===== src/rtl/harvard_ctrl_pkg.sv =====
// Shared types and constants for the Harvard-core issue controller.
// Optional multiplier flow is enabled by defining ALU_MUL_EN.
package harvard_ctrl_pkg;

  localparam int unsigned ALU_OP_W = 4;
  localparam int unsigned REG_AW   = 5;
  localparam int unsigned DATA_W   = 16;
  localparam int unsigned DM_AW    = 8;
  localparam int unsigned OPC_W    = 6;

  localparam logic [OPC_W-1:0] OP_LI   = 6'd0;
  localparam logic [OPC_W-1:0] OP_MOV  = 6'd1;
  localparam logic [OPC_W-1:0] OP_LD   = 6'd2;
  localparam logic [OPC_W-1:0] OP_ST   = 6'd3;
  localparam logic [OPC_W-1:0] OP_ADD  = 6'd4;
  localparam logic [OPC_W-1:0] OP_SUB  = 6'd5;
  localparam logic [OPC_W-1:0] OP_NEG  = 6'd6;
  localparam logic [OPC_W-1:0] OP_MUL  = 6'd7;
  localparam logic [OPC_W-1:0] OP_AND  = 6'd8;
  localparam logic [OPC_W-1:0] OP_OR   = 6'd9;
  localparam logic [OPC_W-1:0] OP_XOR  = 6'd10;
  localparam logic [OPC_W-1:0] OP_NOT  = 6'd11;
  localparam logic [OPC_W-1:0] OP_NAND = 6'd12;
  localparam logic [OPC_W-1:0] OP_NOR  = 6'd13;
  localparam logic [OPC_W-1:0] OP_SHL  = 6'd14;
  localparam logic [OPC_W-1:0] OP_SRA  = 6'd15;
  localparam logic [OPC_W-1:0] OP_SHR  = 6'd16;

  typedef enum logic [2:0] {
    ST_IDLE,
    ST_READ,
    ST_EXEC,
    ST_MEM,
    ST_WB,
    ST_ERR
`ifdef ALU_MUL_EN
    ,
    ST_MUL_WAIT,
    ST_WB_HI
`endif
  } state_t;

  typedef enum logic [2:0] {
    CL_LI,
    CL_MOV,
    CL_LD,
    CL_ST,
    CL_ALU,
    CL_MUL,
    CL_ILL
  } iclass_t;

  typedef struct packed {
    iclass_t             cls;
    logic [ALU_OP_W-1:0] alu_op;
    logic                illegal;
    logic [REG_AW-1:0]   rdst2;
    logic [REG_AW-1:0]   rdst1;
    logic [REG_AW-1:0]   rsrc2;
    logic [REG_AW-1:0]   rsrc1;
    logic [DATA_W-1:0]   imm;
    logic [DM_AW-1:0]    ld_addr;
    logic [DM_AW-1:0]    st_addr;
  } dec_t;

endpackage


===== src/rtl/alu_issue_ctrl_issue_decode.sv =====
// Combinational opcode classification and field extraction.
// Opcode 000111 is a multiply only when ALU_MUL_EN is defined.
module issue_decode
  import harvard_ctrl_pkg::*;
(
  input  logic [31:0] instr_i,
  output dec_t        dec_o
);

  logic [OPC_W-1:0] op;

  assign op = instr_i[31:26];

  always_comb begin
    dec_o         = '0;
    dec_o.rdst2   = instr_i[25:21];
    dec_o.rdst1   = instr_i[20:16];
    dec_o.rsrc2   = instr_i[9:5];
    dec_o.rsrc1   = instr_i[4:0];
    dec_o.imm     = instr_i[15:0];
    dec_o.ld_addr = instr_i[7:0];
    dec_o.st_addr = instr_i[25:18];
    // Low nibble minus 4 equals (opcode - 4) for every ALU opcode 4..16.
    dec_o.alu_op  = instr_i[29:26] - 4'd4;
    if (op == OP_LI) begin
      dec_o.cls = CL_LI;
    end else if (op == OP_MOV) begin
      dec_o.cls = CL_MOV;
    end else if (op == OP_LD) begin
      dec_o.cls = CL_LD;
    end else if (op == OP_ST) begin
      dec_o.cls = CL_ST;
    end else if (op == OP_MUL) begin
`ifdef ALU_MUL_EN
      dec_o.cls = CL_MUL;
`else
      dec_o.cls = CL_ILL;
`endif
    end else if (op >= OP_ADD && op <= OP_SHR) begin
      dec_o.cls = CL_ALU;
    end else begin
      dec_o.cls = CL_ILL;
    end
    dec_o.illegal = (dec_o.cls == CL_ILL);
  end

endmodule


===== src/rtl/alu_issue_ctrl.sv =====
// Multi-cycle issue controller: sequences regfile, ALU, multiplier and data memory.
// Define ALU_MUL_EN to enable the MUL / MUL_WAIT / WB_HI flow.
module alu_issue_ctrl
  import harvard_ctrl_pkg::*;
#(
  parameter int unsigned MUL_TIMEOUT = 32
) (
  input  logic                clk,
  input  logic                rst_n,
  input  logic                instr_valid,
  output logic                instr_ready,
  input  logic [31:0]         instr,
  output logic [REG_AW-1:0]   rf_ra1,
  output logic [REG_AW-1:0]   rf_ra2,
  input  logic [DATA_W-1:0]   rf_rd1,
  input  logic [DATA_W-1:0]   rf_rd2,
  output logic                rf_we,
  output logic [REG_AW-1:0]   rf_wa,
  output logic [DATA_W-1:0]   rf_wd,
  output logic [ALU_OP_W-1:0] alu_op,
  output logic [DATA_W-1:0]   alu_a,
  output logic [DATA_W-1:0]   alu_b,
  input  logic [DATA_W-1:0]   alu_y,
  output logic                mul_start,
  input  logic                mul_done,
  input  logic [31:0]         mul_p,
  output logic                dm_re,
  output logic                dm_we,
  output logic [DM_AW-1:0]    dm_addr,
  output logic [DATA_W-1:0]   dm_wdata,
  input  logic [DATA_W-1:0]   dm_rdata,
  output logic                busy,
  output logic                err
);

  state_t              state_q;
  logic [31:0]         instr_q;
  logic [DATA_W-1:0]   op1_q;
  logic [DATA_W-1:0]   op2_q;
  logic [REG_AW-1:0]   rf_ra1_q;
  logic [REG_AW-1:0]   rf_ra2_q;
  logic                rf_we_q;
  logic [REG_AW-1:0]   rf_wa_q;
  logic [DATA_W-1:0]   rf_wd_q;
  logic [ALU_OP_W-1:0] alu_op_q;
  logic                mul_start_q;
  logic                dm_re_q;
  logic                dm_we_q;
  logic [DM_AW-1:0]    dm_addr_q;
  logic [DATA_W-1:0]   dm_wdata_q;
  logic                err_q;
  logic [31:0]         dec_instr;
  dec_t                dec;

`ifdef ALU_MUL_EN
  localparam int unsigned CNT_W = $clog2(MUL_TIMEOUT + 1);
  logic [CNT_W-1:0]  cnt_q;
  logic [DATA_W-1:0] mul_hi_q;
`else
  logic unused_mul;
  assign unused_mul = ^{mul_done, mul_p, (MUL_TIMEOUT != 0)};
`endif

  // The live word is decoded only while IDLE; afterwards the latched copy drives every field.
  assign dec_instr = (state_q == ST_IDLE) ? instr : instr_q;

  issue_decode u_decode (
    .instr_i (dec_instr),
    .dec_o   (dec)
  );

  always_ff @(posedge clk or negedge rst_n) begin
    if (!rst_n) begin
      state_q     <= ST_IDLE;
      instr_q     <= '0;
      op1_q       <= '0;
      op2_q       <= '0;
      rf_ra1_q    <= '0;
      rf_ra2_q    <= '0;
      rf_we_q     <= 1'b0;
      rf_wa_q     <= '0;
      rf_wd_q     <= '0;
      alu_op_q    <= '0;
      mul_start_q <= 1'b0;
      dm_re_q     <= 1'b0;
      dm_we_q     <= 1'b0;
      dm_addr_q   <= '0;
      dm_wdata_q  <= '0;
      err_q       <= 1'b0;
`ifdef ALU_MUL_EN
      cnt_q       <= '0;
      mul_hi_q    <= '0;
`endif
    end else begin
      rf_ra1_q    <= '0;
      rf_ra2_q    <= '0;
      rf_we_q     <= 1'b0;
      rf_wa_q     <= '0;
      rf_wd_q     <= '0;
      alu_op_q    <= '0;
      mul_start_q <= 1'b0;
      dm_re_q     <= 1'b0;
      dm_we_q     <= 1'b0;
      dm_addr_q   <= '0;
      dm_wdata_q  <= '0;
      err_q       <= 1'b0;
      unique case (state_q)
        ST_IDLE: begin
          if (instr_valid) begin
            instr_q <= instr;
            unique case (dec.cls)
              CL_LI: begin
                state_q <= ST_WB;
                rf_we_q <= 1'b1;
                rf_wa_q <= dec.rdst2;
                rf_wd_q <= dec.imm;
              end
              CL_LD: begin
                state_q   <= ST_MEM;
                dm_re_q   <= 1'b1;
                dm_addr_q <= dec.ld_addr;
              end
              CL_ILL: begin
                state_q <= ST_ERR;
                err_q   <= 1'b1;
              end
              default: begin
                state_q  <= ST_READ;
                rf_ra1_q <= dec.rsrc1;
                rf_ra2_q <= dec.rsrc2;
              end
            endcase
          end
        end
        ST_READ: begin
          op1_q <= rf_rd1;
          op2_q <= rf_rd2;
          unique case (dec.cls)
            CL_MOV: begin
              state_q <= ST_WB;
              rf_we_q <= 1'b1;
              rf_wa_q <= dec.rdst2;
              rf_wd_q <= rf_rd1;
            end
            CL_ST: begin
              state_q    <= ST_MEM;
              dm_we_q    <= 1'b1;
              dm_addr_q  <= dec.st_addr;
              dm_wdata_q <= rf_rd1;
            end
            default: begin
              state_q     <= ST_EXEC;
              alu_op_q    <= dec.alu_op;
              mul_start_q <= (dec.cls == CL_MUL);
            end
          endcase
        end
        ST_EXEC: begin
`ifdef ALU_MUL_EN
          if (dec.cls == CL_MUL) begin
            state_q <= ST_MUL_WAIT;
            cnt_q   <= '0;
          end else begin
`endif
            state_q <= ST_WB;
            rf_we_q <= 1'b1;
            rf_wa_q <= dec.rdst1;
            rf_wd_q <= alu_y;
`ifdef ALU_MUL_EN
          end
`endif
        end
`ifdef ALU_MUL_EN
        ST_MUL_WAIT: begin
          // A product arriving on the timeout edge takes priority over the error.
          if (mul_done) begin
            state_q  <= ST_WB;
            mul_hi_q <= mul_p[31:16];
            rf_we_q  <= 1'b1;
            rf_wa_q  <= dec.rdst1;
            rf_wd_q  <= mul_p[15:0];
          end else if (cnt_q == CNT_W'(MUL_TIMEOUT - 1)) begin
            state_q <= ST_ERR;
            err_q   <= 1'b1;
          end else begin
            cnt_q <= cnt_q + 1'b1;
          end
        end
        ST_WB_HI: begin
          state_q <= ST_IDLE;
        end
`endif
        ST_MEM: begin
          if (dec.cls == CL_LD) begin
            state_q <= ST_WB;
            rf_we_q <= 1'b1;
            rf_wa_q <= dec.rdst2;
            rf_wd_q <= dm_rdata;
          end else begin
            state_q <= ST_IDLE;
          end
        end
        ST_WB: begin
`ifdef ALU_MUL_EN
          if (dec.cls == CL_MUL) begin
            state_q <= ST_WB_HI;
            rf_we_q <= 1'b1;
            rf_wa_q <= dec.rdst2;
            rf_wd_q <= mul_hi_q;
          end else begin
            state_q <= ST_IDLE;
          end
`else
          state_q <= ST_IDLE;
`endif
        end
        ST_ERR: begin
          state_q <= ST_IDLE;
        end
        default: begin
          state_q <= ST_IDLE;
        end
      endcase
    end
  end

  assign instr_ready = (state_q == ST_IDLE);
  assign busy        = (state_q != ST_IDLE);
  assign rf_ra1      = rf_ra1_q;
  assign rf_ra2      = rf_ra2_q;
  assign rf_we       = rf_we_q;
  assign rf_wa       = rf_wa_q;
  assign rf_wd       = rf_wd_q;
  assign alu_op      = alu_op_q;
  assign alu_a       = (state_q == ST_EXEC) ? op2_q : '0;
  assign alu_b       = (state_q == ST_EXEC) ? op1_q : '0;
  assign mul_start   = mul_start_q;
  assign dm_re       = dm_re_q;
  assign dm_we       = dm_we_q;
  assign dm_addr     = dm_addr_q;
  assign dm_wdata    = dm_wdata_q;
  assign err         = err_q;

endmodule


===== config.mk =====
export PLATFORM = sky130hd
export DESIGN_NAME = alu_issue_ctrl
export DESIGN_NICKNAME = d
export VERILOG_FILES = /design/src/rtl/harvard_ctrl_pkg.sv /design/src/rtl/alu_issue_ctrl_issue_decode.sv /design/src/rtl/alu_issue_ctrl.sv
export SDC_FILE = /design/constraint.sdc
export NUM_CORES = 1
export LEC_CHECK = 0
export CAP_MARGIN = 15
export CORE_MARGIN = 10
export CORE_UTILIZATION = 37
export CTS_BUF_LIST = sky130_fd_sc_hd__clkbuf_4 sky130_fd_sc_hd__clkbuf_8 sky130_fd_sc_hd__clkbuf_16
export DETAILED_ROUTE_END_ITERATION = 7
export GPL_TIMING_DRIVEN = 0
export HOLD_SLACK_MARGIN = 0.02
export MAX_ROUTING_LAYER = met4
export PLACE_DENSITY_LB_ADDON = 0.1
export SETUP_SLACK_MARGIN = 0.2
export SYNTH_ARGS = -nofsm -noshare
export SYNTH_HDL_FRONTEND = slang
export SYNTH_SLANG_ARGS = --single-unit

===== constraint.sdc =====
create_clock -name clk -period 3.24 [get_ports clk]
set_input_delay 0.324 -clock clk [delete_from_list [all_inputs] [get_ports clk]]
set_output_delay 0.324 -clock clk [all_outputs]
set_load 0.01 [all_outputs]

Word-level counts from Yosys, hierarchy flattened --
Index checks and enable logic that the tools add are counted.
Operators by class: magnitude comparators 2, reductions and logical operators 8, $add $sub $neg 1, equal/unequal tests 13, multiplexer cells 52
Operators by type and width (count):
- 2-to-1 mux 16 bit | 8
- case mux 16 bit (4 select lines) | 1
- 2-to-1 mux 5 bit | 10
- 2-to-1 mux 32 bit | 1
- 2-to-1 mux 8 bit | 3
- 2-to-1 mux 3 bit | 7
- case mux 5 bit (4 select lines) | 1
- case mux 8 bit (2 select lines) | 1
- 2-to-1 mux 1 bit | 13
- equality test 3 x 2 -> 1 bit (second input constant) | 4
- equality test 6 x 2 -> 1 bit (second input constant) | 2
- case mux 3 bit (4 select lines) | 1
- case mux 3 bit (3 select lines) | 1
- 2-to-1 mux 4 bit | 2
- equality test 3 x 1 -> 1 bit (second input constant) | 2
- equality test 3 bit (second input constant) | 2
- equality test 6 x 1 -> 1 bit (second input constant) | 1
- equality test 6 x 3 -> 1 bit (second input constant) | 1
- greater-or-equal comparator 6 x 3 -> 1 bit (second input constant) | 1
- <= comparator 6 x 5 -> 1 bit (second input constant) | 1
- logical NOT 3 bit | 2
- logical NOT 6 bit | 1
- case mux 3 bit (2 select lines) | 1
- case mux 1 bit (4 select lines) | 1
- other kinds (8) | 8
Storage, ports and cells: input port bits 132, logic and storage cells 92, register bits after elaboration 131, output and inout port bits 98

Logic depth before layout (Yosys ltp) --
Gate-level depths: netlist (run 1).
depth after elaboration 15, mapped depth 14, depth with buffers taken out 11

Modules after synthesis --
Synthesis (run 1) repeated with hierarchy kept, for this count alone.
Unflattened totals: cell total of the unflattened synthesis 553, area total of the unflattened synthesis 6068.3 um^2
Modules (own cells, without submodules):
- alu_issue_ctrl | cells each 477, times used 1, seq. area each 3278.1 um^2, area an instance 5520.3 um^2
- issue_decode | cells each 76, times used 1, seq. area each 0.0 um^2, area an instance 548.0 um^2

Least setup slack after synthesis (run 1) --
No wires, ideal clock.
path kind reg-to-reg, start point register state_q[0], end point register rf_wd_q[8] (netlist: rf_wd[8]), data required time 3.154 ns, arrival 2.956 ns, clock period less this slack 3.042 ns, stages on the path, launching flop included 14, buffers on the path 4, setup time 0.086 ns, path slack 0.198 ns, cell sequence dfrtp_1 > or3_1 > buf_6 > clkinv_4 > buf_2 > mux2i_1 > ha_1 > nor4b_1 > a21oi_1 > a22o_1 > or3_1 > buf_6 > buf_6 > o221ai_2
Between the ends: word-level cells in the longest chain between the ends 14, elaborated cells on any way between the ends 27, those cells by class 2 x order compare; 9 x eq/ne; 12 x mux; 4 x reduce/logical
Ends and longest elaborated chain:
- start: declaration | line alu_issue_ctrl.sv:36 | state_t state_q;
- start signal: assignment | line alu_issue_ctrl.sv:74 | state_q <= ST_IDLE;
- start signal: assignment | line alu_issue_ctrl.sv:113 | state_q <= ST_WB;
- start signal: assignment | line alu_issue_ctrl.sv:119 | state_q <= ST_MEM;
- logical NOT 3 bit (*)
- via instr_ready | line alu_issue_ctrl.sv:11 | output logic instr_ready,
- 2-to-1 mux 32 bit | line alu_issue_ctrl.sv:65 | assign dec_instr = (state_q == ST_IDLE) ? instr : instr_q;
- greater-or-equal comparator 6 x 3 -> 1 bit / <= comparator 6 x 5 -> 1 bit (equally long branches) | line alu_issue_ctrl_issue_decode.sv:39 | end else if (op >= OP_ADD && op <= OP_SHR) begin
- logical AND 1 bit | line alu_issue_ctrl_issue_decode.sv:39
- 2-to-1 mux 2 bit | line alu_issue_ctrl_issue_decode.sv:39
- 2-to-1 mux 3 bit | line alu_issue_ctrl_issue_decode.sv:33 | end else if (op == OP_MUL) begin
- 2-to-1 mux 3 bit | line alu_issue_ctrl_issue_decode.sv:31 | end else if (op == OP_ST) begin
- 2-to-1 mux 3 bit | line alu_issue_ctrl_issue_decode.sv:29 | end else if (op == OP_LD) begin
- 2-to-1 mux 3 bit | line alu_issue_ctrl_issue_decode.sv:27 | end else if (op == OP_MOV) begin
- 2-to-1 mux 3 bit | line alu_issue_ctrl_issue_decode.sv:25 | if (op == OP_LI) begin
- logical NOT 3 bit | line alu_issue_ctrl.sv:111 | unique case (dec.cls)
- 2-to-1 mux 16 bit | line alu_issue_ctrl.sv:111
- 2-to-1 mux 16 bit | line alu_issue_ctrl.sv:109 | if (instr_valid) begin
- case mux 16 bit (4 select lines) (*) | line alu_issue_ctrl.sv:107 | unique case (state_q)
- end signal: assignment | line alu_issue_ctrl.sv:116 | rf_wd_q <= dec.imm;
- end signal: assignment | line alu_issue_ctrl.sv:143 | rf_wd_q <= rf_rd1;
- end signal: assignment | line alu_issue_ctrl.sv:168 | rf_wd_q <= alu_y;
- end: declaration | line alu_issue_ctrl.sv:44 | logic [DATA_W-1:0] rf_wd_q;
Mark *: on every way through the listed nets, which the timed path passes. The rest lies on a longest branch. A chain may end at the register's enable or synchronous reset.

Final worst setup path (run 1) --
start point register state_q[1], end point register rf_we_q (netlist: rf_we)
Between the ends: word-level cells in the longest chain between the ends 14, elaborated cells on any way between the ends 27, those cells by class 2 x order compare; 9 x eq/ne; 12 x mux; 4 x reduce/logical
Ends and longest elaborated chain:
- logical NOT 3 bit | line alu_issue_ctrl.sv:65, alu_issue_ctrl.sv:107
- 2-to-1 mux 32 bit | line alu_issue_ctrl.sv:65
- greater-or-equal comparator 6 x 3 -> 1 bit / <= comparator 6 x 5 -> 1 bit (equally long branches) | line alu_issue_ctrl_issue_decode.sv:39
- logical AND 1 bit | line alu_issue_ctrl_issue_decode.sv:39
- 2-to-1 mux 2 bit | line alu_issue_ctrl_issue_decode.sv:39
- 2-to-1 mux 3 bit | line alu_issue_ctrl_issue_decode.sv:33
- 2-to-1 mux 3 bit | line alu_issue_ctrl_issue_decode.sv:31
- 2-to-1 mux 3 bit | line alu_issue_ctrl_issue_decode.sv:29
- 2-to-1 mux 3 bit | line alu_issue_ctrl_issue_decode.sv:27
- 2-to-1 mux 3 bit | line alu_issue_ctrl_issue_decode.sv:25
- logical NOT 3 bit | line alu_issue_ctrl.sv:111
- 2-to-1 mux 1 bit | line alu_issue_ctrl.sv:111
- 2-to-1 mux 1 bit | line alu_issue_ctrl.sv:109
- case mux 1 bit (4 select lines) (*) | line alu_issue_ctrl.sv:107
- end signal: assignment | line alu_issue_ctrl.sv:97 | rf_we_q <= 1'b0;
- end signal: assignment | line alu_issue_ctrl.sv:114 | rf_we_q <= 1'b1;
- end signal: assignment | line alu_issue_ctrl.sv:141 | rf_we_q <= 1'b1;
- end: declaration | line alu_issue_ctrl.sv:42 | logic rf_we_q;
Mark *: on every way between the ends. The rest lies on a longest branch, timed or not.

==> impl_summary.log, run 1 <==
[metrics] status: finished, final reports clean
[metrics] arrival time reported for the critical path endpoint: about 3.3 ns
[metrics] Initial Util: a little under two fifths
[metrics] largest net degree at the start of global routing: between 60 and 70
[metrics] number of diodes: 0
[metrics] number of input and output port buffers inserted: approximately 200
[metrics] pwr/cell area: just under 900 nW/µm²
[metrics] yosys warns: 0
[metrics] number of antenna violations at the first check in global routing: 0
[metrics] area enclosed by the die boundary: 18300 µm²
[metrics] crit path max fanout: 5
[metrics] synth cell count leaders: sky130_fd_sc_hd__dfrtp_1 (115), sky130_fd_sc_hd__nand2_1 (64), sky130_fd_sc_hd__mux2_2 (33)
[metrics] root buffer cell: sky130_fd_sc_hd__clkbuf_16
[metrics] average size of a mapped cell: ~11 µm²
[metrics] share of the yosys chip area belonging to registers: slightly below 60%
[metrics] via count of the first global-routing pass: roughly 4700
[metrics] Buffers & Inverters on Critical Path: 5
[metrics] clock transition at the registers of the reported paths: approximately 0.050 ns
[metrics] clock period minus worst slack: about 3.0 ns
[metrics] Largest delay share family, worst path: simple AND/OR/NAND/NOR gates
[metrics] HPWL after detailed placement: 12800 µm
[metrics] number of cells produced by synthesis: between 400 and 500
[metrics] crit-path max cell delay: between 0.4 and 0.5 ns
[metrics] proportion of layout cells with a drive suffix above 1: a little under a fifth
[metrics] final worst clock skew: between 0.008 and 0.009 ns
[metrics] transition time at the pin with the least slew margin: 0.717 ns
[metrics] weighted congestion at the end of routability-driven global placement: around 0.90
[metrics] Final setup violation count: 0
[metrics] final core utilization: 61.7%
[metrics] max-cap viol count: 0
[metrics] most repeated cell in the gate-level netlist after synthesis: sky130_fd_sc_hd__dfrtp_1
[metrics] startpoint of the most critical register-to-register path: state_q[1]$_DFFE_PN0P_
[metrics] gr usage total: ~19%
[metrics] net total in the final layout: approximately 800
[metrics] per-cell routed wire length: 20.2 µm
[metrics] worst IR drop on VDD: about 0.38 mV
[metrics] number of DRC violations after detailed-routing iteration 0: roughly 280
[metrics] final count of hold timing violations: 0
[metrics] Avg Vias per Cell: 4.93
[metrics] number of nets with antenna violations after routing: 0
[metrics] total DRC errors in the routed layout: 0
[metrics] max-slew violations: 0
[metrics] remaining global-route overflow: 0
[metrics] leakage power figure: between 3 and 4 nW
[metrics] post-synthesis cell area: between 4000 and 5000 µm²
[metrics] number of cell rows: between 40 and 50
[metrics] wire length of the first global-routing pass: 26300 µm
[metrics] total iterations of the first detailed-routing run: 5
[metrics] number of nets in the synthesized netlist: 568
[metrics] CTS buffer count: 17
[metrics] fraction of post-synthesis cell area in the top cell type by area: 58.4%
[metrics] htree depth: 4
[metrics] Post-synth EDFFs: 0
[metrics] kind of path behind the tightest hold check: input pin to async pin
[metrics] Max Clock Freq: roughly 330 MHz
[metrics] RSZ-0062 raised after global routing: no
[metrics] total wirelength of the detailed-routed design: approximately 17000 µm
[metrics] Worst-Skew Late Latency: 0.41 ns
[metrics] post-synthesis cell type with the largest combined area: sky130_fd_sc_hd__dfrtp_1
[metrics] total negative slack: 0 ns
[metrics] dominant cell type by count on the critical path: sky130_fd_sc_hd__buf_8
[metrics] Worst R2R Setup Slack: about 0.25 ns
[metrics] Crit-path slowest cell: sky130_fd_sc_hd__or3_4
[metrics] Relative slew margins: 51.9%
[metrics] Die X-Extent: 135 µm
[metrics] CP cell instances: or3_1, buf_6, inv_8, buf_8, mux2i_4, ha_4, nor4b_4, a21oi_2, a22o_1, or3_4, buf_8, clkbuf_16, o211ai_2
[metrics] synth top area cells: sky130_fd_sc_hd__dfrtp_1 (58%), sky130_fd_sc_hd__mux2_2 (7.5%), sky130_fd_sc_hd__nand2_1 (4.9%)
[metrics] synth unique cells: 39
[metrics] non-filler instance count after layout: around 860
[metrics] Num Clock Sinks: ~120
[metrics] filler cell count in the final layout: roughly 1100
[metrics] kind of end point of the critical path: register
[metrics] synthesis-stage register bit count: roughly 120
[metrics] Worst Setup Slack, final: ~0.25 ns
[metrics] area of the core: about 13000 µm²
[metrics] type of the worst setup path: register to register
[metrics] most used flip-flop cell after synthesis: sky130_fd_sc_hd__dfrtp_1
[metrics] area added between synthesis and finish: 64.5%
[metrics] overall power after layout: between 7 and 8 mW
[metrics] CTS tree: yes
[metrics] I/O pin count: 230
[metrics] die height: 135 µm
[metrics] Worst EP required: approximately 3.6 ns
[metrics] deepest clock path buffer count: 2
[metrics] Async S/R FF share, synth: 100%
[metrics] placed insts: 809
[metrics] Via Count: ~4200
[metrics] share of the clock period used by the worst path after layout: slightly above 90%
[metrics] pre-CTS setup slack: -0.178 ns
[metrics] startpoint of the most critical setup path: state_q[1]$_DFFE_PN0P_
[metrics] kind of launch point of the worst setup path: register
==> layer usage <==
| metal | up-vias | GRT usage, % | part of all wire (%) |
|---|---|---|---|
| li1 | 1986 | - | - |
| met1 | 2078 | 21.8 | 41 |
| met2 | 161 | 30.4 | 49 |
| met3 | 22 | 7.83 | 8.7 |
| met4 | 0 | 7.00 | 1.5 |
| met5 | - | - | 0 |
==> where the power goes <==
| group | switching, mW | internal, mW | leakage [nW] |
|---|---|---|---|
| combinational | 1.56 | 1.51 | 1.81 |
| clock | 0.603 | 1.30 | 0.306 |
| sequential | 0.232 | 1.91 | 1.50 |
| total | 2.40 | 4.72 | 3.62 |
==> flip-flops by register name, summed over array words and instances (netlist names) <==
register / flops
alu_op: 4
dm_addr: 8
dm_re: 1
dm_wdata: 16
dm_we: 1
err: 1
instr_q: 16
mul_start: 1
op1_q: 16
op2_q: 16
rf_ra1: 5
rf_ra2: 5
rf_wa: 5
rf_wd: 16
rf_we: 1
state_q: 3
==> cell type report <==
type | count | area (µm²) | share of cell area [%]
inverters | 19 | 78.8 | 0.972
multi-input cells | 273 | 1970 | 24.3
well taps | 176 | 220 | 2.72
flip-flops and latches | 115 | 2880 | 35.5
repair buffers | 219 | 2170 | 26.8
clock buffers | 26 | 505 | 6.23
clock inverters | 5 | 100 | 1.23
plain buffers | 28 | 184 | 2.27
==> path summary, 6_finish.rpt <==
kind | end | depth (start not counted)
max in group asynchronous | op2_q[5]$_DFFE_PN0P_ | 3
setup / recovery | rf_we$_DFF_PN0_ | 13
hold / removal | instr_q[27]$_DFFE_PN0P_ | 2
setup reg to reg | rf_we$_DFF_PN0_ | 13
hold reg to reg | instr_q[16]$_DFFE_PN0P_ | 2
min in group clk | instr_q[16]$_DFFE_PN0P_ | 3
==> worst reg2reg max path, cell delays in order, from the launching register on <==
cell	delay [ns]
sky130_fd_sc_hd__dfrtp_1	0.38
sky130_fd_sc_hd__or3_1	0.39
sky130_fd_sc_hd__buf_6	0.15
sky130_fd_sc_hd__inv_8	0.06
sky130_fd_sc_hd__buf_8	0.11
sky130_fd_sc_hd__mux2i_4	0.25
sky130_fd_sc_hd__ha_4	0.18
sky130_fd_sc_hd__nor4b_4	0.21
sky130_fd_sc_hd__a21oi_2	0.08
sky130_fd_sc_hd__a22o_1	0.26
sky130_fd_sc_hd__or3_4	0.42
sky130_fd_sc_hd__buf_8	0.15
sky130_fd_sc_hd__clkbuf_16	0.16
sky130_fd_sc_hd__o211ai_2	0.13
==> what timing repair did <==
action | CTS | global route
resized for setup | 15 | 27
hold endpoints to repair | 48 | 0
cloned | 0 | 2
hold buffers | 1 | 0
pin swaps | 2 | 13
endpoints found under the setup margin | 59 | 53
buffers inserted | 8 | 10
==> kinds of logic (layout without fill, tap and decap cells) <==
kind of cell / Yosys count / count (layout) / share of synthesized area (%)
buf+inv: 47 / 297 / 4.39
fa+ha+maj: 1 / 1 / 0.254
mux: 42 / 42 / 9.37
simple gates: 154 / 154 / 15.4
compound gates: 75 / 75 / 12.2
flops: 115 / 115 / 58.4
other cells: 1 / 1 / 0.0761
==> per-stage QoR <==
step	cell area [µm²]	hold WS [ns]
after global placement	7110	0.462
after global routing	8110	0.473
after floorplan	4930	0.0284
after CTS	7890	0.451
after detailed placement	7150	0.299
final	8110	0.429
==> layout by cell type, fill, tap and decap left out, types with 2 or more instances in the layout <==
| cell | netlist | routed |
|---|---|---|
| sky130_fd_sc_hd__a21o_1 | 2 | 2 |
| sky130_fd_sc_hd__a21oi_1 | 4 | 2 |
| sky130_fd_sc_hd__a21oi_2 | 0 | 2 |
| sky130_fd_sc_hd__a22oi_1 | 17 | 17 |
| sky130_fd_sc_hd__and2_1 | 32 | 32 |
| sky130_fd_sc_hd__and3_1 | 22 | 22 |
| sky130_fd_sc_hd__buf_4 | 0 | 19 |
| sky130_fd_sc_hd__buf_6 | 4 | 5 |
| sky130_fd_sc_hd__buf_8 | 0 | 2 |
| sky130_fd_sc_hd__bufinv_16 | 0 | 3 |
| sky130_fd_sc_hd__clkbuf_1 | 20 | 17 |
| sky130_fd_sc_hd__clkbuf_16 | 0 | 18 |
| sky130_fd_sc_hd__clkbuf_2 | 0 | 2 |
| sky130_fd_sc_hd__clkbuf_4 | 0 | 9 |
| sky130_fd_sc_hd__clkbuf_8 | 0 | 2 |
| sky130_fd_sc_hd__clkdlybuf4s50_1 | 0 | 195 |
| sky130_fd_sc_hd__clkinv_2 | 0 | 2 |
| sky130_fd_sc_hd__dfrtp_1 | 115 | 115 |
| sky130_fd_sc_hd__inv_1 | 18 | 18 |
| sky130_fd_sc_hd__mux2_2 | 33 | 33 |
| sky130_fd_sc_hd__mux2i_1 | 9 | 8 |
| sky130_fd_sc_hd__nand2_1 | 64 | 63 |
| sky130_fd_sc_hd__nand3_1 | 2 | 2 |
| sky130_fd_sc_hd__nor2_1 | 21 | 21 |
| sky130_fd_sc_hd__nor4_1 | 4 | 4 |
| sky130_fd_sc_hd__nor4b_4 | 0 | 2 |
| sky130_fd_sc_hd__o21a_1 | 2 | 2 |
| sky130_fd_sc_hd__o21ai_0 | 10 | 9 |
| sky130_fd_sc_hd__o21ai_1 | 7 | 6 |
| sky130_fd_sc_hd__o21ai_2 | 0 | 2 |
| sky130_fd_sc_hd__o221ai_1 | 7 | 4 |
| sky130_fd_sc_hd__o221ai_2 | 9 | 10 |
| sky130_fd_sc_hd__o221ai_4 | 0 | 2 |
| sky130_fd_sc_hd__o22ai_1 | 8 | 8 |
Power figures use the tool's default switching activity.
==> inputs of run 2 (changes only) <==
- CTS_CLUSTER_SIZE: unset -> 12
==> results of run 2 <==
No change in the layout: final DEF, timing and power equal those of run 1.
